<file path="src/rtl/snd_host_pkg.sv">
// Shared types and defaults for the 68k-side sound mailbox host (snd_cmd_host).
package snd_host_pkg;

   localparam int unsigned STROBE_TICKS_DEF  = 2;
   localparam int unsigned RSP_DEPTH_DEF     = 4;
   localparam int unsigned TIMEOUT_TICKS_DEF = 4096;

   // Wide enough for STROBE_TICKS up to 15.
   localparam int unsigned StbCntW = 4;

   typedef enum logic [3:0] {
      StIdle,
      StWrSetup,
      StWrStb,
      StWrRel,
      StWrWait,
      StRdSetup,
      StRdStb,
      StRdRel,
      StRdWait
   } host_state_e;

endpackage

</file>
<file path="src/rtl/snd_rsp_fifo.sv">
// Byte-wide synchronous response FIFO; head is visible combinationally on data_o.
module snd_rsp_fifo #(
   parameter int unsigned DEPTH = 4
) (
   input  logic       clk_i,
   input  logic       rst_ni,
   input  logic       push_i,
   input  logic [7:0] data_i,
   input  logic       pop_i,
   output logic [7:0] data_o,
   output logic       full_o,
   output logic       empty_o
);

   localparam int unsigned PtrW = $clog2(DEPTH);
   localparam int unsigned CntW = PtrW + 1;

   logic [7:0]      mem_q [DEPTH];
   logic [PtrW-1:0] wr_ptr_q, rd_ptr_q;
   logic [CntW-1:0] count_q;
   logic            push_ok, pop_ok;

   assign full_o  = (count_q == CntW'(DEPTH));
   assign empty_o = (count_q == '0);
   assign push_ok = push_i & ~full_o;
   assign pop_ok  = pop_i & ~empty_o;
   assign data_o  = mem_q[rd_ptr_q];

   always_ff @(posedge clk_i or negedge rst_ni) begin
      if (!rst_ni) begin
         wr_ptr_q <= '0;
         rd_ptr_q <= '0;
         count_q  <= '0;
      end else begin
         if (push_ok) wr_ptr_q <= wr_ptr_q + 1'b1;
         if (pop_ok)  rd_ptr_q <= rd_ptr_q + 1'b1;
         count_q <= count_q + CntW'(push_ok) - CntW'(pop_ok);
      end
   end

   always_ff @(posedge clk_i) begin
      if (push_ok) mem_q[wr_ptr_q] <= data_i;
   end

endmodule

</file>
<file path="src/rtl/snd_cmd_host.sv">
// 68k-side mailbox endpoint: writes commands into the sound latch, drains 6502 responses.
// Define SND_TIMEOUT_EN to bound the WR_WAIT/RD_WAIT handshakes and enable the timeout flag.
module snd_cmd_host
   import snd_host_pkg::*;
#(
   parameter int unsigned STROBE_TICKS  = STROBE_TICKS_DEF,
   parameter int unsigned RSP_DEPTH     = RSP_DEPTH_DEF,
   parameter int unsigned TIMEOUT_TICKS = TIMEOUT_TICKS_DEF
) (
   input  logic       clk100_i,
   input  logic       rst_b_i,
   input  logic       tick_en_i,
   input  logic       cmd_valid_i,
   output logic       cmd_ready_o,
   input  logic [7:0] cmd_data_i,
   output logic       rsp_valid_o,
   input  logic       rsp_ready_i,
   output logic [7:0] rsp_data_o,
   output logic [7:0] Dout68k_o,
   input  logic [7:0] Din68k_i,
   output logic       SNDWR_b_o,
   output logic       SNDRD_b_o,
   output logic       IBUS_b_o,
   output logic       BW_b_o,
   input  logic       ctrl_SNDBUF_i,
   input  logic       SNDINT_b_i,
   output logic       busy_o,
   output logic       timeout_o
);

   if (STROBE_TICKS < 1 || STROBE_TICKS > 15) begin : g_bad_stb
      $error("STROBE_TICKS must be in 1..15");
   end
   if (RSP_DEPTH < 2 || (RSP_DEPTH & (RSP_DEPTH - 1)) != 0) begin : g_bad_depth
      $error("RSP_DEPTH must be a power of 2, at least 2");
   end
   if (TIMEOUT_TICKS < 1 || TIMEOUT_TICKS > 65535) begin : g_bad_timeout
      $error("TIMEOUT_TICKS must fit the 16-bit tick counter");
   end

   host_state_e        state_q, state_d;
   logic [StbCntW-1:0] stb_cnt_q, stb_cnt_d;
   logic [7:0]         hold_q, dout_q;
   logic               hold_full_q;
   logic               sndwr_q, sndrd_q, ibus_q, bw_q;
   logic               rsp_push, hold_clr, wr_load, wait_expired;
   logic               fifo_full, fifo_empty;
   logic               stb_last;

   assign stb_last = (stb_cnt_q == StbCntW'(STROBE_TICKS - 1));

`ifdef SND_TIMEOUT_EN
   logic [15:0] to_cnt_q;
   logic        timeout_q, in_wait, wait_done;

   assign in_wait   = (state_q == StWrWait) | (state_q == StRdWait);
   assign wait_done = ((state_q == StWrWait) & ctrl_SNDBUF_i) |
                      ((state_q == StRdWait) & SNDINT_b_i);
   assign wait_expired = tick_en_i & in_wait & ~wait_done &
                         ((to_cnt_q + 16'd1) == 16'(TIMEOUT_TICKS));

   // Cleared whenever outside a wait state, so each wait starts counting from zero.
   always_ff @(posedge clk100_i or negedge rst_b_i) begin
      if (!rst_b_i) begin
         to_cnt_q  <= '0;
         timeout_q <= 1'b0;
      end else if (tick_en_i) begin
         to_cnt_q <= in_wait ? to_cnt_q + 16'd1 : 16'd0;
         if (wait_expired) timeout_q <= 1'b1;
      end
   end

   assign timeout_o = timeout_q;
`else
   assign wait_expired = 1'b0;
   assign timeout_o    = 1'b0;
`endif

   always_comb begin
      state_d   = state_q;
      stb_cnt_d = stb_cnt_q;
      rsp_push  = 1'b0;
      hold_clr  = 1'b0;
      wr_load   = 1'b0;
      if (tick_en_i) begin
         case (state_q)
            StIdle: begin
               // Reads win; a full FIFO stalls the 6502 rather than dropping a byte.
               if (!SNDINT_b_i && !fifo_full) begin
                  state_d = StRdSetup;
               end else if (hold_full_q && !ctrl_SNDBUF_i) begin
                  state_d = StWrSetup;
                  wr_load = 1'b1;
               end
            end
            StWrSetup: begin
               state_d   = StWrStb;
               stb_cnt_d = '0;
            end
            StWrStb: begin
               if (stb_last) state_d = StWrRel;
               else stb_cnt_d = stb_cnt_q + 1'b1;
            end
            StWrRel: begin
               state_d  = StWrWait;
               hold_clr = 1'b1;
            end
            StWrWait: if (ctrl_SNDBUF_i || wait_expired) state_d = StIdle;
            StRdSetup: begin
               state_d   = StRdStb;
               stb_cnt_d = '0;
            end
            StRdStb: begin
               if (stb_last) begin
                  state_d  = StRdRel;
                  rsp_push = 1'b1;
               end else begin
                  stb_cnt_d = stb_cnt_q + 1'b1;
               end
            end
            StRdRel: state_d = StRdWait;
            StRdWait: if (SNDINT_b_i || wait_expired) state_d = StIdle;
            default: state_d = StIdle;
         endcase
      end
   end

   // Strobes are registered from the next state, so they only move on tick edges.
   always_ff @(posedge clk100_i or negedge rst_b_i) begin
      if (!rst_b_i) begin
         state_q     <= StIdle;
         stb_cnt_q   <= '0;
         hold_q      <= 8'h00;
         hold_full_q <= 1'b0;
         dout_q      <= 8'h00;
         sndwr_q     <= 1'b1;
         sndrd_q     <= 1'b1;
         ibus_q      <= 1'b1;
         bw_q        <= 1'b1;
      end else begin
         state_q   <= state_d;
         stb_cnt_q <= stb_cnt_d;
         if (cmd_valid_i && !hold_full_q) begin
            hold_q      <= cmd_data_i;
            hold_full_q <= 1'b1;
         end else if (hold_clr) begin
            hold_full_q <= 1'b0;
         end
         if (wr_load) dout_q <= hold_q;
         sndwr_q <= ~(state_d == StWrStb);
         sndrd_q <= ~(state_d == StRdStb);
         ibus_q  <= ~(state_d inside {StWrSetup, StWrStb, StRdSetup, StRdStb});
         bw_q    <= ~(state_d inside {StWrSetup, StWrStb});
      end
   end

   snd_rsp_fifo #(
      .DEPTH(RSP_DEPTH)
   ) u_rsp_fifo (
      .clk_i  (clk100_i),
      .rst_ni (rst_b_i),
      .push_i (rsp_push),
      .data_i (Din68k_i),
      .pop_i  (rsp_ready_i),
      .data_o (rsp_data_o),
      .full_o (fifo_full),
      .empty_o(fifo_empty)
   );

   assign cmd_ready_o = ~hold_full_q;
   assign rsp_valid_o = ~fifo_empty;
   assign busy_o      = (state_q != StIdle) | hold_full_q;
   assign Dout68k_o   = dout_q;
   assign SNDWR_b_o   = sndwr_q;
   assign SNDRD_b_o   = sndrd_q;
   assign IBUS_b_o    = ibus_q;
   assign BW_b_o      = bw_q;

endmodule

</file>
<file path="config.mk">
export PLATFORM = sky130hd
export DESIGN_NAME = snd_cmd_host
export DESIGN_NICKNAME = d
export VERILOG_FILES = /design/src/rtl/snd_host_pkg.sv /design/src/rtl/snd_rsp_fifo.sv /design/src/rtl/snd_cmd_host.sv
export SDC_FILE = /design/constraint.sdc
export NUM_CORES = 1
export LEC_CHECK = 0
export ABC_AREA = 1
export CAP_MARGIN = 20
export CORE_MARGIN = 2
export CORE_UTILIZATION = 30
export CTS_CLUSTER_DIAMETER = 50
export CTS_CLUSTER_SIZE = 8
export DETAILED_ROUTE_END_ITERATION = 6
export PLACE_DENSITY_LB_ADDON = 0.25
export SKIP_CTS_REPAIR_TIMING = 1
export SYNTH_ARGS = -nofsm -noshare
export SYNTH_HDL_FRONTEND = slang
export SYNTH_HIERARCHICAL = 1
export SYNTH_SLANG_ARGS = --single-unit
</file>
<file path="constraint.sdc">
create_clock -name clk100_i -period 2.7 [get_ports clk100_i]
set_input_delay 0.81 -clock clk100_i [delete_from_list [all_inputs] [get_ports clk100_i]]
set_output_delay 0.81 -clock clk100_i [all_outputs]
set_load 0.005 [all_outputs]
</file>
# --- After elaboration in Yosys (flattened, before gate mapping) ---
# Memory sizes are Yosys's and may differ from the RTL's.
# Cells that the tools add are included.
classes:
  bitwise_logic: 10
  add_sub_neg: 5
  n_eq_ne: 15
  n_reduce_logical: 17
  mux: 23
ops:
  columns: ["op", "n"]
  rows:
  - ["$pmux W4 S9", 1]
  - ["$mux W4", 8]
  - ["$eq A4 B3 Y1 const B", 6]
  - ["$mux W1", 13]
  - ["$eq A4 B1 Y1 const B", 3]
  - ["$eq A4 B2 Y1 const B", 3]
  - ["$pmux W4 S2", 1]
  - ["$reduce_bool A4 Y1", 2]
  - ["$not A1 Y1", 7]
  - ["$reduce_bool A2 Y1", 3]
  - ["$add A2 B1 Y2 const B", 2]
  - ["$add A4 B1 Y4 const B", 1]
  - ["$eq A4 B4 Y1 const B", 1]
  - ["$logic_not A1 Y1", 4]
  - ["$logic_not A4 Y1", 1]
  - ["$reduce_or A2 Y1", 2]
  - ["$add A3 B1 Y3", 1]
  - ["$eq A3 B3 Y1 const B", 1]
  - ["$logic_and A1 B1 Y1", 3]
  - ["$logic_not A3 Y1", 1]
  - ["$reduce_and A3 Y1", 1]
  - ["$sub A3 B1 Y3", 1]
  - ["$and A1 B1 Y1", 2]
  - ["$ne A2 B2 Y1 const B", 1]
  - ["$or A1 B1 Y1", 1]
word_totals:
  output_inout_bits: 24
  ram_bits: 32
  mem_count: 1
  input_bits: 23
  word_cells: 83
  reg_bits: 36
mem_list:
  columns: ["memory", "depth", "width", "read_ports", "rd_ports_with_merged_regs", "wr", "line", "rtl"]
  rows:
  - ["u_rsp_fifo.mem_q", 4, 8, 1, 0, 1, "snd_rsp_fifo.sv:18", "logic [7:0] mem_q [DEPTH];"]

# --- Depth between registers and ports, before layout ---
# Gate-level depths: netlist (run 1).
logic_depth:
  word_depth: 9
  mapped_depth: 13
  mapped_depth_nobuf: 13

# --- Modules after synthesis ---
# Netlist (run 1), hierarchy kept.
by_module_without_submodules:
  columns: ["mod", "n_inst", "area_each_um2", "cells_per_inst", "seq_area_each_um2"]
  rows:
  - ["snd_rsp_fifo", 1, 1725.4, 159, 1136.1]
  - ["snd_cmd_host", 1, 1370.1, 153, 730.7]

# --- Worst setup path before layout (run 1) ---
# Ideal clock, no wire load.
synth_timing:
  path_kind: "reg-to-reg"
  start: "register stb_cnt_q[1]"
  end: "register u_rsp_fifo.count_q[2]"
  path_buffers: 0
  setup_time_ps: 65
  period_less_slack_ps: 2509
  slack_ps: 191
  stages_incl_launch_ff: 14
  t_arrival_ps: 2445
  required_ps: 2635
  cell_sequence: "dfrtp_1 inv_1 ha_1 nand2_1 nor2_1 nand2_1 nor3_1 nand2_4 ha_1 inv_1 ha_1 fa_1 nand3b_1 nand2_1"
synth_via:
  elab_chain_cells: 7
synth_lines:
  columns: ["element", "line", "rtl"]
  rows:
  - ["from (decl)", "snd_cmd_host.sv:42", "logic [StbCntW-1:0] stb_cnt_q, stb_cnt_d;"]
  - ["from (signal assigned)", "snd_cmd_host.sv:142", "stb_cnt_q <= stb_cnt_d;"]
  - ["$eq A4 B1 Y1", "snd_cmd_host.sv:50", "assign stb_last = (stb_cnt_q == StbCntW'(STROBE_TICKS - 1));"]
  - ["$mux W1", "snd_cmd_host.sv:114", "if (stb_last) begin"]
  - ["$mux W1", "snd_cmd_host.sv:86", "case (state_q)"]
  - ["$mux W1", "snd_cmd_host.sv:85", "if (tick_en_i) begin"]
  - ["net rsp_push", "snd_cmd_host.sv:46", "logic rsp_push, hold_clr, wr_load, wait_expired;"]
  - ["$and A1 B1 Y1", "snd_rsp_fifo.sv:25", "assign push_ok = push_i & ~full_o;"]
  - ["$add A3 B1 Y3", "snd_rsp_fifo.sv:37", "count_q <= count_q + CntW'(push_ok) - CntW'(pop_ok);"]
  - ["$sub A3 B1 Y3", "snd_rsp_fifo.sv:37", null]
  - ["to (signal assigned)", "snd_rsp_fifo.sv:37", null]
  - ["to (decl)", "snd_rsp_fifo.sv:20", "logic [CntW-1:0] count_q;"]
# The timed path passes the listed nets, and every way through them passes these cells.
# A chain may end at the register's enable or synchronous reset.

# --- Worst setup path in the final report (run 1) ---
layout_timing:
  start: "register u_rsp_fifo.rd_ptr_q[0]"
  end: "output rsp_data_o[5]"
layout_via:
  elab_chain_cells: 1
layout_lines:
  columns: ["element", "line", "rtl"]
  rows:
  - ["from (decl)", "snd_rsp_fifo.sv:19", "logic [PtrW-1:0] wr_ptr_q, rd_ptr_q;"]
  - ["from (signal assigned)", "snd_rsp_fifo.sv:36", "if (pop_ok) rd_ptr_q <= rd_ptr_q + 1'b1;"]
  - ["$mem_v2 Z4 W8", null, null]
  - ["to (decl)", "snd_cmd_host.sv:18", "output logic [7:0] rsp_data_o,"]
# No other way between the ends.

==> reports/metrics.yaml, run 1 <==
critical-path-max-stage-delay_ns: 0.49
path_cells: "clkbuf_16, o21ai_1, nand2_1, nand2_1, clkdlybuf4s50_1"
slew_viol_final: 0
power.switching_uw: 1340
clk_pin_slew_ns: 0.07
clk_latency_ns: 0.35
reg2reg_from: "stb_cnt_q[1]$_DFFE_PN0P_"
leakage_uw: 0.00181
comb_power_share: 0.385
routabilityCongestion: 0.808
cp.required_ns: 1.89
ir_drop_uv: 358
rr_endpoint: "u_rsp_fifo/count_q[2]$_DFF_PN0_"
p_per_area_nw_per_um2: 949
setup_slack_ns: 0.0581
dp_hpwl_um: 3960
rows: 37
antenna_found_initial: 0
tritoncts: "built"
setup_viol: 0
cts_htree_levels: 3
status: "finished clean"
clock-sinks: 68
ff2ff_path_depth: 14
p_seq_frac: 0.393
grt_pass1_vias: 2166
maxCapViolations: 0
fin_crit_ns: 2.64
grt_max_degree: 37
portBuffers: 45
slew_headroom: 0.649
tightestPinTransition_ns: 0.525
min_to: "Dout68k_o[6]$_DFFE_PN0P_"
synth_edf_count: 32
synth_ff_type: "edfxtp_1"
cp_slowest_cell: "dfrtp_2"
drcViolationCount: 0
clockRootBuffer: "clkbuf_8"
gr-usage-all-layers: 0.114
fmax_ghz: 0.379
total_power_uw: 3800
die_width_um: 106
criticalPathCategory: "reg2out"
rsz0062_at_grt: "yes"
synth_area_um2: 3100
top_level_ports: 47
wl_per_cell_um: 11.5
die-height_um: 106
clkPwrFrac: 0.222
yosysTopAreaCellShare: 0.310
syn_area_per_cell_um2: 9.92
endpoint_kind: "output pin"
post_synth_num_cell_types: 31
grt_pass1_wl_um: 9940
fill_cells: 1039
synthArstFlopShare: 0.529
setup.worst_path.start_class: "flip-flop"
cp_common_cell: "nand2_1"
hold_path_startpoint: "Dout68k_o[6]$_DFFE_PN0P_"
overflow: 0
postRouteAntennaNets: 0
synth-seq-area-share: 0.603
clock_skew_ns: 0.00566
rrSetupSlack_ns: 0.27
drtIter0Drc: 64
synth_area_leaders: "edfxtp_1 31%, dfrtp_1 26%, nand2_1 9.1%"
syn_nets: 344
arrival_ns: 1.83
intPower_uw: 2460
drive_above_1_share: 0.164
die_area_um2: 11100
dr.pass1.iters: 6
vias_per_cell: 4.24
totalWireLength_um: 5930
antennaDiodeCount: 0
vias: 2183
area_growth_pct: 29.4
ys_ff_latch: 68
synth_top_cell_by_area: "edfxtp_1"
hold_class: "reg2reg"
finalHoldViolCount: 0
clockBufferDepth: 2
start_util: 0.304
yosys_warnings: 6
critPathMaxFanout: 12
postSynthCellCount: 312
finalCritPeriodShare: 0.978
nNetsFinal: 406
dp_slack_ns: -0.247
min_path_cells: 2
numCtsBuffers: 9
design.core.area_um2: 10200
switching_share: 0.352
## layer usage
layer  part of all wire  vias up  track usage
met1               0.46      995        0.137
met3              0.068       11       0.0445
met4              0.017        0       0.0479
met5                  0        -            0
met2               0.45       58        0.182
li1                   -     1119            -
## synth_stat cells, types with 8 or more instances
| cell type | number |
|---|---|
| a21oi_1 | 8 |
| dfrtp_1 | 32 |
| edfxtp_1 | 32 |
| ha_1 | 8 |
| inv_1 | 45 |
| nand2_1 | 75 |
| nand3_1 | 12 |
| nor2_1 | 34 |
| o21ai_0 | 9 |
| o21ai_1 | 12 |
| o21ai_2 | 8 |
## critical path: cells and delay by family (launching register included)
kind	cells	cell delay, ns
simple gates	2	0.14
buf+inv	2	0.69
compound gates	1	0.15
flops	1	0.49
## layout by cell type (no fill, tap or decap), types with 2 or more instances in the layout
| cell | count |
|---|---|
| nand2_4 | 2 |
| clkinvlp_4 | 4 |
| ha_1 | 8 |
| inv_1 | 44 |
| nand2_1 | 75 |
| nand3b_1 | 2 |
| nand2_2 | 2 |
| nor2_1 | 33 |
| o21ai_2 | 10 |
| dfstp_2 | 4 |
| nand3_1 | 12 |
| inv_2 | 3 |
| dfrtp_1 | 31 |
| xor2_1 | 2 |
| nor2_2 | 5 |
| dlymetal6s2s_1 | 4 |
| clkdlybuf4s50_1 | 41 |
| o21ai_1 | 11 |
| clkbuf_8 | 9 |
| buf_4 | 10 |
| a21oi_1 | 8 |
| o21ai_0 | 8 |
| edfxtp_1 | 32 |
## stage by stage
stage / std cells / setup TNS [ns] / instance area [µm²] / hold WS, ns / util
CTS: 513 / 0 / 3950 / 0.496 / 0.387
detailed placement: 497 / -0.400 / 3750 / 0.472 / 0.368
finish: 515 / 0 / 4010 / 0.490 / 0.393
global placement: 497 / -0.228 / 3750 / 0.466 / 0.368
global route: 515 / -0.116 / 4010 / 0.520 / 0.393
floorplan: 312 / 0 / 3100 / 0.461 / -
## final cells by class
class	count	area, µm²	share of cell area
multi-input combinational	189	998	0.249
sequential	68	1870	0.466
inverter	48	184	0.0459
tap	136	170	0.0425
timing repair buffer	57	581	0.145
clock inverter	7	75.1	0.0187
clock buffer	9	124	0.0309
timing repair inverter	1	5.00	0.00125
## state kept, by name, summed over array words and instances (netlist names)
| register | cells |
|---|---|
| IBUS_b_o | 1 |
| u_rsp_fifo/wr_ptr_q | 2 |
| SNDWR_b_o | 1 |
| SNDRD_b_o | 1 |
| u_rsp_fifo/rd_ptr_q | 2 |
| state_q | 4 |
| Dout68k_o | 8 |
| stb_cnt_q | 4 |
| BW_b_o | 1 |
| u_rsp_fifo/count_q | 3 |
| hold_full_q | 1 |
| hold_q | 8 |
| u_rsp_fifo/mem_q | 32 |
## how the worst max path moves through the flow
| stage | from | end | slack [ns] | depth (start not counted) |
|---|---|---|---|---|
| 2_1_floorplan | stb_cnt_q[1]$_DFFE_PN0P_ | u_rsp_fifo/count_q[2]$_DFF_PN0_ | 0.19 | 13 |
| 3_3_place_gp | tick_en_i | u_rsp_fifo/count_q[2]$_DFF_PN0_ | -0.17 | 11 |
| 3_5_place_dp | tick_en_i | u_rsp_fifo/count_q[2]$_DFF_PN0_ | -0.25 | 11 |
| 4_1_cts | u_rsp_fifo/rd_ptr_q[0]$_DFFE_PN0P_ | rsp_data_o[2] | 0.05 | 4 |
| 5_1_grt | u_rsp_fifo/rd_ptr_q[0]$_DFFE_PN0P_ | rsp_data_o[5] | -0.06 | 4 |
| 6_report | u_rsp_fifo/rd_ptr_q[0]$_DFFE_PN0P_ | rsp_data_o[5] | 0.06 | 5 |
## cells by family (layout without fill, tap and decap cells)
logic type      count (synthesis)  in the layout  synth area share
compound gates                 39             39            0.0768
mux                             1              1           0.00323
xor+xnor                        2              2           0.00566
flops                          68             68             0.603
other cells                     1              1           0.00121
fa+ha+maj                       9              9            0.0388
buf+inv                        55            122            0.0792
simple gates                  137            137             0.192
## power by group through the flow
stage | logic, µW | registers, µW | clock network [µW]
6_report | 1460 | 1490 | 844
5_1_grt | 1680 | 1520 | 921
4_1_cts | 1440 | 1480 | 877
3_5_place_dp | 1440 | 1490 | 0
3_3_place_gp | 1410 | 1490 | 0
2_1_floorplan | 883 | 1470 | 0
(Power assumes the default switching activity.)
==> run 2, diff against run 1 <==
- CORE_UTILIZATION: 30 -> 45
- HOLD_SLACK_MARGIN: default -> 0.06
==> run 2 against run 1 <==
Non-clock buffer count is 1 higher. Design area fell by 2.7%. First-iteration DRC count up 78%. Maximum frequency up 3.4%. Worst setup slack improved by 0.086 ns. Die area decreased by 32%. Hold slack worse by 0.0057 ns. Critical endpoint is now rsp_data_o[1]. Highest routed layer unchanged.
==> reports/metrics.yaml, run 2 (synthesis results as in run 1) <==
endpoint_kind: "output pin"
antenna_found_initial: 0  # unchanged
finalHoldViolCount: 0  # unchanged
regArea_um2: 1870  # about the same
slew_viol_final: 0  # unchanged
fill_cells: 596  # -43%
setup.worst_path.start_class: "flip-flop"
largest_reg_flops: 32  # unchanged
overflow: 0  # unchanged
setup_viol: 0  # unchanged
total_power_uw: 3760  # -1.1%
die_area_um2: 7560  # -32%
arrival_ns: 1.75  # -0.08 ns
wl_per_cell_um: 11.6  # +0.42%
fin_crit_ns: 2.56  # -0.0864 ns
path_cells: "inv_1, o21ai_0, nand2_1, clkdlybuf4s50_1"
top_register: "u_rsp_fifo/mem_q"
p_per_area_nw_per_um2: 964  # +1.7%
start_util: 0.461  # +0.157
rows: 30  # -19%
cp.depth: 4  # -1
ff2ff_path_depth: 14  # unchanged
fin_cells: 459  # -11%
postRouteAntennaNets: 0  # unchanged
drive_above_1_share: 0.145  # -0.0185
tritoncts: "built"
layout_commonest_cell: "nand2_1"
cp_top_family: "buffers and inverters"
clk_pin_slew_ns: 0.07  # about the same
setup_slack_ns: 0.144  # +0.0864 ns
critical-path-max-stage-delay_ns: 0.49  # about the same
portBuffers: 45  # unchanged
clockRootBuffer: "clkbuf_8"
tightestPinTransition_ns: 0.522  # -0.00226 ns
maxCapViolations: 0  # unchanged
grt_pass1_wl_um: 9200  # -7.4%
cp.required_ns: 1.89  # about the same
grt_pass1_vias: 2119  # -2.2%
critical_path_buf_inv_count: 2  # unchanged
final_cell_mix: "75 x nand2_1, 45 x inv_1, 45 x clkdlybuf4s50_1"
drtIter0Drc: 114  # +78%
rrSetupSlack_ns: 0.28  # about the same
top_level_ports: 47  # unchanged
die-height_um: 86.9  # -18%
status: "finished clean"
multi_input_area_um2: 986  # -1.3%
clock-sinks: 68  # unchanged
finalCritPeriodShare: 0.946  # -0.0320
hold_class: "reg2reg"
clock_skew_ns: 0.0104  # +0.00469 ns
critPathMaxFanout: 9  # -3
dr.pass1.iters: 4  # -2
clockBufferDepth: 2  # unchanged
leakage_uw: 0.00178  # -1.6%
grt_max_degree: 37  # unchanged
clk_latency_ns: 0.34  # about the same
totalWireLength_um: 5310  # -11%
numCtsBuffers: 9  # unchanged
slew_headroom: 0.651  # +0.00151
rsz0062_at_grt: "no"
antennaDiodeCount: 0  # unchanged
design.core.area_um2: 6720  # -34%
min_path_cells: 2  # unchanged
vias_per_cell: 4.71  # +11%
nNetsFinal: 406  # unchanged
gr-usage-all-layers: 0.160  # +0.0463
fmax_ghz: 0.391  # +3.4%
vias: 2164  # -0.87%
tns_ns: 0  # unchanged
ir_drop_uv: 655  # +83%
cp_slowest_cell: "clkdlybuf4s50_1"
area_growth_pct: 25.8
routabilityCongestion: 0.809  # +0.11%
criticalPathCategory: "reg2out"
dp_hpwl_um: 3730  # -5.7%
cts_htree_levels: 3  # unchanged
dp.cells: 443  # -11%
die_width_um: 86.9  # -18%
dp_slack_ns: -0.171  # +0.0764 ns
drcViolationCount: 0  # unchanged
[run 2: cell count changes in the layout (fill, tap and decap cells not counted), moves of 2 or more]
cell	before	now
clkbuf_1	0	2
dlymetal6s2s_1	4	0
clkinvlp_4	4	0
o21ai_2	10	8
buf_4	10	13
clkdlybuf4s50_1	41	45
[run 2: final cells by class]
type / count / share of cell area
Timing Repair Buffer: 58 / 0.141
Multi-Input combinational cell: 189 / 0.253
Clock buffer: 13 / 0.0437
Clock inverter: 3 / 0.0112
Sequential cell: 68 / 0.479
Inverter: 48 / 0.0463
Tap cell: 80 / 0.0257
[run 2: worst paths after layout]
check / startpoint / to
setup / recovery: u_rsp_fifo/rd_ptr_q[0]$_DFFE_PN0P_ / rsp_data_o[1]
hold / removal: Dout68k_o[2]$_DFFE_PN0P_ / Dout68k_o[2]$_DFFE_PN0P_
setup reg to reg: stb_cnt_q[1]$_DFFE_PN0P_ / u_rsp_fifo/count_q[2]$_DFF_PN0_
hold reg to reg: Dout68k_o[2]$_DFFE_PN0P_ / Dout68k_o[2]$_DFFE_PN0P_
max in group asynchronous: rst_b_i / SNDRD_b_o$_DFF_PN1_
min in group asynchronous: rst_b_i / hold_q[4]$_DFFE_PN0P_
[run 2: report_power, final]
part	switching, µW	internal (µW)	total (µW)
clock	369	509	878
combinational	740	665	1400
sequential	141	1330	1470
[run 2: through the flow]
step	util	area, µm²	hold slack, ns
2_1_floorplan	-	3100	0.461
3_5_place_dp	0.547	3680	0.467
3_3_place_gp	0.547	3680	0.467
6_report	0.580	3890	0.485
4_1_cts	0.579	3890	0.486
5_1_grt	0.580	3890	0.516
[run 2: layer usage]
layer / vias up / track usage / wire [µm]
met5: - / 0 / 0
met4: 0 / 0.0682 / 86
met3: 8 / 0.0502 / 262
met2: 54 / 0.265 / 2580
met1: 991 / 0.194 / 2380
li1: 1111 / - / -
[run 2: tightest hold or removal path, cell delays in order, from the launching register on]
cell     delay [ns]
dfrtp_1        0.35
nand2_1        0.06
o21ai_2        0.04
